==> config.mk <==
export PLATFORM = sky130hd
export DESIGN_NAME = hpm_sample_ctrl
export DESIGN_NICKNAME = d
export VERILOG_FILES = /design/src/rtl/hpm_sample_ctrl.sv
export SDC_FILE = /design/constraint.sdc
export NUM_CORES = 1
export LEC_CHECK = 0
export ABC_AREA = 1
export ABC_CLOCK_PERIOD_IN_PS = 3600
export BUFFER_PORTS_ARGS = -buffer_cell sky130_fd_sc_hd__buf_2
export CORE_UTILIZATION = 56
export DETAILED_ROUTE_END_ITERATION = 10
export HOLD_SLACK_MARGIN = 0.15
export MAX_ROUTING_LAYER = met4
export PLACE_DENSITY_LB_ADDON = 0.15
export SYNTH_ARGS = -nofsm -noshare
export SYNTH_HDL_FRONTEND = slang
export SYNTH_SLANG_ARGS = --single-unit
==> constraint.sdc <==
create_clock -name clk_i -period 3.6 [get_ports clk_i]
set_clock_uncertainty 0.05 [all_clocks]
set_input_delay 0.18 -clock clk_i [delete_from_list [all_inputs] [get_ports clk_i]]
set_output_delay 0.18 -clock clk_i [all_outputs]
set_load 0.01 [all_outputs]
==> src/rtl/hpm_sample_ctrl.sv <==
// hpm_sample_ctrl: perf-counter port arbiter with a counter sampling engine.
// Define HPM_SAMPLE_TIMESTAMP_EN to append a cycle-count timestamp beat.
module hpm_sample_ctrl #(
    parameter int unsigned XLEN    = 64,
    parameter int unsigned NumCnt  = 6,
    parameter int unsigned PeriodW = 32
) (
    input  logic               clk_i,
    input  logic               rst_ni,
    input  logic               debug_mode_i,
    input  logic               csr_req_i,
    input  logic [11:0]        csr_addr_i,
    input  logic               csr_we_i,
    input  logic [XLEN-1:0]    csr_wdata_i,
    output logic [XLEN-1:0]    csr_rdata_o,
    output logic [11:0]        pc_addr_o,
    output logic               pc_we_o,
    output logic [XLEN-1:0]    pc_wdata_o,
    input  logic [XLEN-1:0]    pc_rdata_i,
    input  logic               sample_en_i,
    input  logic [PeriodW-1:0] sample_period_i,
    input  logic               trigger_i,
    output logic               smp_valid_o,
    input  logic               smp_ready_i,
    output logic [2:0]         smp_idx_o,
    output logic [63:0]        smp_data_o,
    output logic               smp_last_o,
    output logic               busy_o,
    output logic               overrun_o,
    output logic [15:0]        drop_cnt_o
);

    localparam logic [11:0] LoBase  = 12'hB03;
    localparam logic [11:0] HiBase  = 12'hB83;
    localparam logic [2:0]  LastCnt = 3'(NumCnt - 1);
    localparam bit          Split   = (XLEN == 32);
`ifdef HPM_SAMPLE_TIMESTAMP_EN
    localparam logic [2:0]  LastBeat = 3'(NumCnt);
`else
    localparam logic [2:0]  LastBeat = 3'(NumCnt - 1);
`endif

    typedef enum logic [1:0] {
        IDLE,
        CAPTURE,
        STREAM
    } state_e;

    state_e             state_q, state_d;
    logic [2:0]         idx_q, idx_d;
    logic               half_q, half_d;
    logic [PeriodW-1:0] per_q;
    logic [63:0]        smp_buf_q [NumCnt];
    logic [15:0]        drop_q;
    logic               per_run, per_hit, trig, cap_go, drop;
    logic [11:0]        eng_addr;
    logic [63:0]        beat_data;
    logic [2:0]         beat_idx;

    assign per_run = sample_en_i && (sample_period_i != '0) && !debug_mode_i;
    // >= so a period shortened below the running count fires at once
    assign per_hit = per_run && (per_q >= sample_period_i - PeriodW'(1));
    assign trig    = per_hit || trigger_i;
    assign drop    = trig && (state_q != IDLE);
    assign cap_go  = (state_q == CAPTURE) && !csr_req_i && !debug_mode_i;

    always_ff @(posedge clk_i or negedge rst_ni) begin
        if (!rst_ni) begin
            per_q <= '0;
        end else if (!sample_en_i || per_hit) begin
            per_q <= '0;
        end else if (per_run) begin
            per_q <= per_q + PeriodW'(1);
        end
    end

    always_comb begin
        state_d = state_q;
        idx_d   = idx_q;
        half_d  = half_q;
        unique case (state_q)
            IDLE: begin
                if (trig) begin
                    state_d = CAPTURE;
                    idx_d   = '0;
                    half_d  = 1'b0;
                end
            end
            CAPTURE: begin
                if (cap_go) begin
                    if (Split && !half_q) begin
                        half_d = 1'b1;
                    end else begin
                        half_d = 1'b0;
                        if (idx_q == LastCnt) begin
                            state_d = STREAM;
                            idx_d   = '0;
                        end else begin
                            idx_d = idx_q + 3'd1;
                        end
                    end
                end
            end
            STREAM: begin
                if (smp_ready_i) begin
                    if (idx_q == LastBeat) begin
                        state_d = IDLE;
                        idx_d   = '0;
                    end else begin
                        idx_d = idx_q + 3'd1;
                    end
                end
            end
            default: begin
                state_d = IDLE;
                idx_d   = '0;
                half_d  = 1'b0;
            end
        endcase
    end

    always_ff @(posedge clk_i or negedge rst_ni) begin
        if (!rst_ni) begin
            state_q <= IDLE;
            idx_q   <= '0;
            half_q  <= 1'b0;
        end else begin
            state_q <= state_d;
            idx_q   <= idx_d;
            half_q  <= half_d;
        end
    end

    always_ff @(posedge clk_i or negedge rst_ni) begin
        if (!rst_ni) begin
            for (int i = 0; i < int'(NumCnt); i++) begin
                smp_buf_q[i] <= '0;
            end
        end else if (cap_go) begin
            if (!Split) begin
                smp_buf_q[idx_q] <= 64'(pc_rdata_i);
            end else if (half_q) begin
                smp_buf_q[idx_q][63:32] <= pc_rdata_i[31:0];
            end else begin
                smp_buf_q[idx_q][31:0] <= pc_rdata_i[31:0];
            end
        end
    end

    always_ff @(posedge clk_i or negedge rst_ni) begin
        if (!rst_ni) begin
            drop_q <= '0;
        end else if (drop && (drop_q != 16'hFFFF)) begin
            drop_q <= drop_q + 16'd1;
        end
    end

`ifdef HPM_SAMPLE_TIMESTAMP_EN
    logic [63:0] ts_q, ts_lat_q;
    logic        ts_beat;

    always_ff @(posedge clk_i or negedge rst_ni) begin
        if (!rst_ni) begin
            ts_q     <= '0;
            ts_lat_q <= '0;
        end else begin
            ts_q <= ts_q + 64'd1;
            if ((state_q == IDLE) && trig) begin
                ts_lat_q <= ts_q;
            end
        end
    end

    assign ts_beat   = (idx_q == LastBeat);
    assign beat_data = ts_beat ? ts_lat_q
                               : smp_buf_q[ts_beat ? LastCnt : idx_q];
    assign beat_idx  = ts_beat ? 3'd7 : idx_q;
`else
    assign beat_data = smp_buf_q[idx_q];
    assign beat_idx  = idx_q;
`endif

    assign eng_addr = (state_q == CAPTURE)
                    ? ((half_q ? HiBase : LoBase) + 12'(idx_q))
                    : 12'h000;

    // CSR traffic always owns the port; the engine only ever reads
    assign pc_addr_o   = csr_req_i ? csr_addr_i : eng_addr;
    assign pc_we_o     = csr_req_i && csr_we_i;
    assign pc_wdata_o  = csr_req_i ? csr_wdata_i : '0;
    assign csr_rdata_o = csr_req_i ? pc_rdata_i : '0;

    assign smp_valid_o = (state_q == STREAM);
    assign smp_idx_o   = smp_valid_o ? beat_idx : 3'd0;
    assign smp_data_o  = smp_valid_o ? beat_data : 64'd0;
    assign smp_last_o  = smp_valid_o && (idx_q == LastBeat);
    assign busy_o      = (state_q != IDLE);
    assign overrun_o   = drop;
    assign drop_cnt_o  = drop_q;

endmodule

==> results by group <==
Logic synthesis
  • Synthesized area: 22,000 um^2
  • Top cells by area, synth: dfrtp_1 50%, nand2_1 14%, o21ai_0 8.8%, inv_1 4.8%, a22oi_1 3.7%
  • Mapped Nets: 2,912
  • Top_reg_cell synth: dfrtp_1
  • Synth Register Bits: 437
  • Seq/Total Area, Yosys: 0.498
  • Number of flops mapped to enable cells by yosys: 0
  • Area leader, netlist: dfrtp_1
  • Yosys Warn Count: 0
  • Asr flop ratio synth: 1.00
  • Avg Inst Size Synth: 8.17 um^2
  • Syn Inst Count: 2,689
  • Synth top area share: 0.498
  • Yosys cell types: 47

Detailed routing
  • Post-route ant nets: 0
  • Initial drt markers: 1,694
  • DR vias/cell: 5.57
  • Wire per inst: 17.7 um
  • DRT Wirelength: 64.2 mm
  • Drt pass-1 iters: 6
  • DRC viols: 0
  • Total number of vias: 20,200

Layout
  • Fin nets: 3,311
  • Final Core Density: 0.685
  • Layout cells sized above 1: 0.179
  • Commonest non-fill, non-tap cells in the layout: 833 x nand2_1, 437 x dfrtp_1, 405 x buf_2
  • # fillers: 3,143
  • Layout area overhead: 20.5%
  • Post-route cell area: 26,500 um^2
  • Commonest non-fill, non-tap cell in the layout: nand2_1

Clock network
  • CTS tree: yes
  • H-tree lvl count: 2
  • Clock tree buffer depth: 3
  • PostCTS Resize Cnt: 0
  • CTS Sinks: 437
  • Root Driver: clkbuf_16
  • Clock Latency Late Sink: 0.56 ns
  • CTS Buf Count: 45
  • Clk slew on worst S/H paths: 0.06 ns

Timing
  • Count of final hold-check violations: 0
  • Final Max Slew Viols: 0
  • Unrepaired setup endpoints after global routing: no
  • Fin crit share: 0.908
  • Min Tclk post-route: 3.27 ns
  • Hold Slack: 0.189 ns
  • Rel. slew slack: 0.303
  • Setup violators final: 0
  • Maximum clock rate: 306 MHz
  • Setup TNS: 0 ns
  • Worst Max-Slew Pin Slew: 1.05 ns

Placed design
  • Placed instance area: 24,400 um^2
  • GP Congestion: 1.01
  • Final HPWL DP: 40.3 mm
  • Port bufs: 407

Die
  • # rows: 72
  • I/O pin count: 408
  • Initial Utilization: 0.568
  • Die height: 200 um
  • Core area: 38,600 um^2
  • Die W: 200 um
  • Die area: 40,000 um^2

Global route
  • Initial antenna violation count: 1
  • GRT Util Overall: 0.330
  • First-pass GRT wire length: 100 mm
  • Number of global-route vias before repair: 18,900
  • Largest net degree at the start of global routing: 105
  • Overflow after GRT: 0

Power and ir drop
  • Switching power: 5.45 mW
  • Leak: 13.8 nW
  • Power, Total: 16.0 mW
  • Comb pwr share: 0.263
  • Internal power: 10.6 mW
  • Worst vdd ir: 0.519 mV
  • PD cells: 606 nW/um^2
  • Sequential Power Share: 0.465
  • Clock power frac: 0.273
  • Sw Ratio: 0.340

Worst hold path
  • Hold Path Class: in -> async

Worst setup path
  • Startpoint types: input port
  • Critical path class: in -> out
  • Crit-path max FO: 6
  • CP required: 3.37 ns
  • Worst setup EP type: output pin
  • Worst Path Arrival: 3.04 ns

Status
  • Outcome: completed

Flow run
  • Max-Cap Viols: 0
==> flip-flops by register name (all words and copies together), names as in the netlist <==
signal and flops:
beat_idx 3, drop_cnt_o 16, per_q 32, smp_buf_q 384, state_q 2
==> synthesized netlist by cell type (3+ instances only) <==
cell      instances
nand2_1         839
dfrtp_1         437
o21ai_0         387
inv_1           278
a22oi_1         108
nor2_1          104
clkbuf_1         98
a41oi_1          53
xor2_1           48
ha_1             43
buf_2            42
nand3_1          42
nor3_1           22
o21ai_1          21
a21oi_1          20
xnor2_1          20
buf_1            14
nand4_1          14
a221oi_1         11
a22o_1           11
a31oi_1           9
nand2_2           7
nor3_2            7
nor2_2            6
nor2_4            6
nor4_1            6
buf_4             4
nand3_2           4
a21o_1            3
buf_6             3
==> per-stage QoR <==
stage | worst slack, ns | cells
3_3_place_gp | 0.174 | 3489
6_report | 0.331 | 3630
2_1_floorplan | 0.647 | 2689
3_5_place_dp | 0.0830 | 3489
5_1_grt | 0.0367 | 3630
4_1_cts | 0.300 | 3629
==> cells by family (layout without fill, tap and decap cells) <==
| family | Yosys count | in the layout | share of synthesized area |
|---|---|---|---|
| AO/OA/AOI/OAI | 629 | 629 | 0.171 |
| XOR/XNOR | 68 | 68 | 0.0271 |
| adder cells (fa/ha/maj) | 43 | 43 | 0.0245 |
| buffers and inverters | 442 | 864 | 0.0796 |
| flip-flops | 437 | 437 | 0.498 |
| other | 0 | 1 | 0 |
| AND/OR/NAND/NOR | 1070 | 1070 | 0.200 |
==> worst max-delay path, stage by stage <==
cell	delay, ns
buf_2	0.10
inv_1	0.12
ha_1	0.26
nand3_2	0.15
nor2_4	0.15
nand3b_4	0.11
nor3_4	0.17
nand2_2	0.11
nor2_2	0.11
nand4_1	0.10
xor2_1	0.16
ha_1	0.27
nand2_1	0.06
nor2_1	0.14
nand2_1	0.09
nor2_1	0.10
nand2_1	0.06
nand2_1	0.13
nand2_4	0.12
a21oi_4	0.19
buf_2	0.16
==> power by group through the flow <==
stage          Sequential (mW)  Combinational, mW  Clock (mW)
3_5_place_dp              7.48               4.13           0
3_3_place_gp              7.40               3.97           0
6_report                  7.45               4.21        4.37
5_1_grt                   7.62               4.75        4.61
2_1_floorplan             7.26               2.70           0
4_1_cts                   7.42               4.21        4.43
==> worst paths after layout <==
check	startpoint	end	slack [ns]	cells past startpoint
setup reg to reg	state_q[1]	smp_buf_q[84]	0.82	8
hold / removal	rst_ni	per_q[24]	0.19	2
max in group asynchronous	rst_ni	smp_buf_q[298]	2.29	3
setup / recovery	sample_period_i[0]	overrun_o	0.33	21
min in group clk_i	sample_period_i[31]	per_q[1]	0.36	8
hold reg to reg	smp_buf_q[119]	smp_buf_q[119]	0.43	2
==> metal layers <==
metal	GRT usage	up-vias	routed length, um
met1	0.438	9843	27900
met4	0.0933	0	1390
met5	-	-	0
li1	-	9570	-
met3	0.0439	92	3960
met2	0.532	709	30900
==> final cells by class <==
| cell class | count | area [um^2] | share of cell area |
|---|---|---|---|
| Antenna cell | 1 | 2.50 | 0.0000946 |
| Clock buffer | 66 | 1290 | 0.0489 |
| Clock inverter | 4 | 45.0 | 0.00170 |
| Inverter | 281 | 1050 | 0.0399 |
| Multi-Input combinational cell | 1810 | 9340 | 0.353 |
| Sequential cell | 437 | 10900 | 0.413 |
| Tap cell | 518 | 648 | 0.0245 |
| Timing Repair Buffer | 513 | 3150 | 0.119 |
==> timing repair <==
item | in CTS | in global routing
endpoints found under the setup margin | 0 | 0
hold buffers | 70 | 0
buffers inserted | 0 | 0
hold endpoints to repair | 555 | 0
Power figures use the tool's default switching activity.
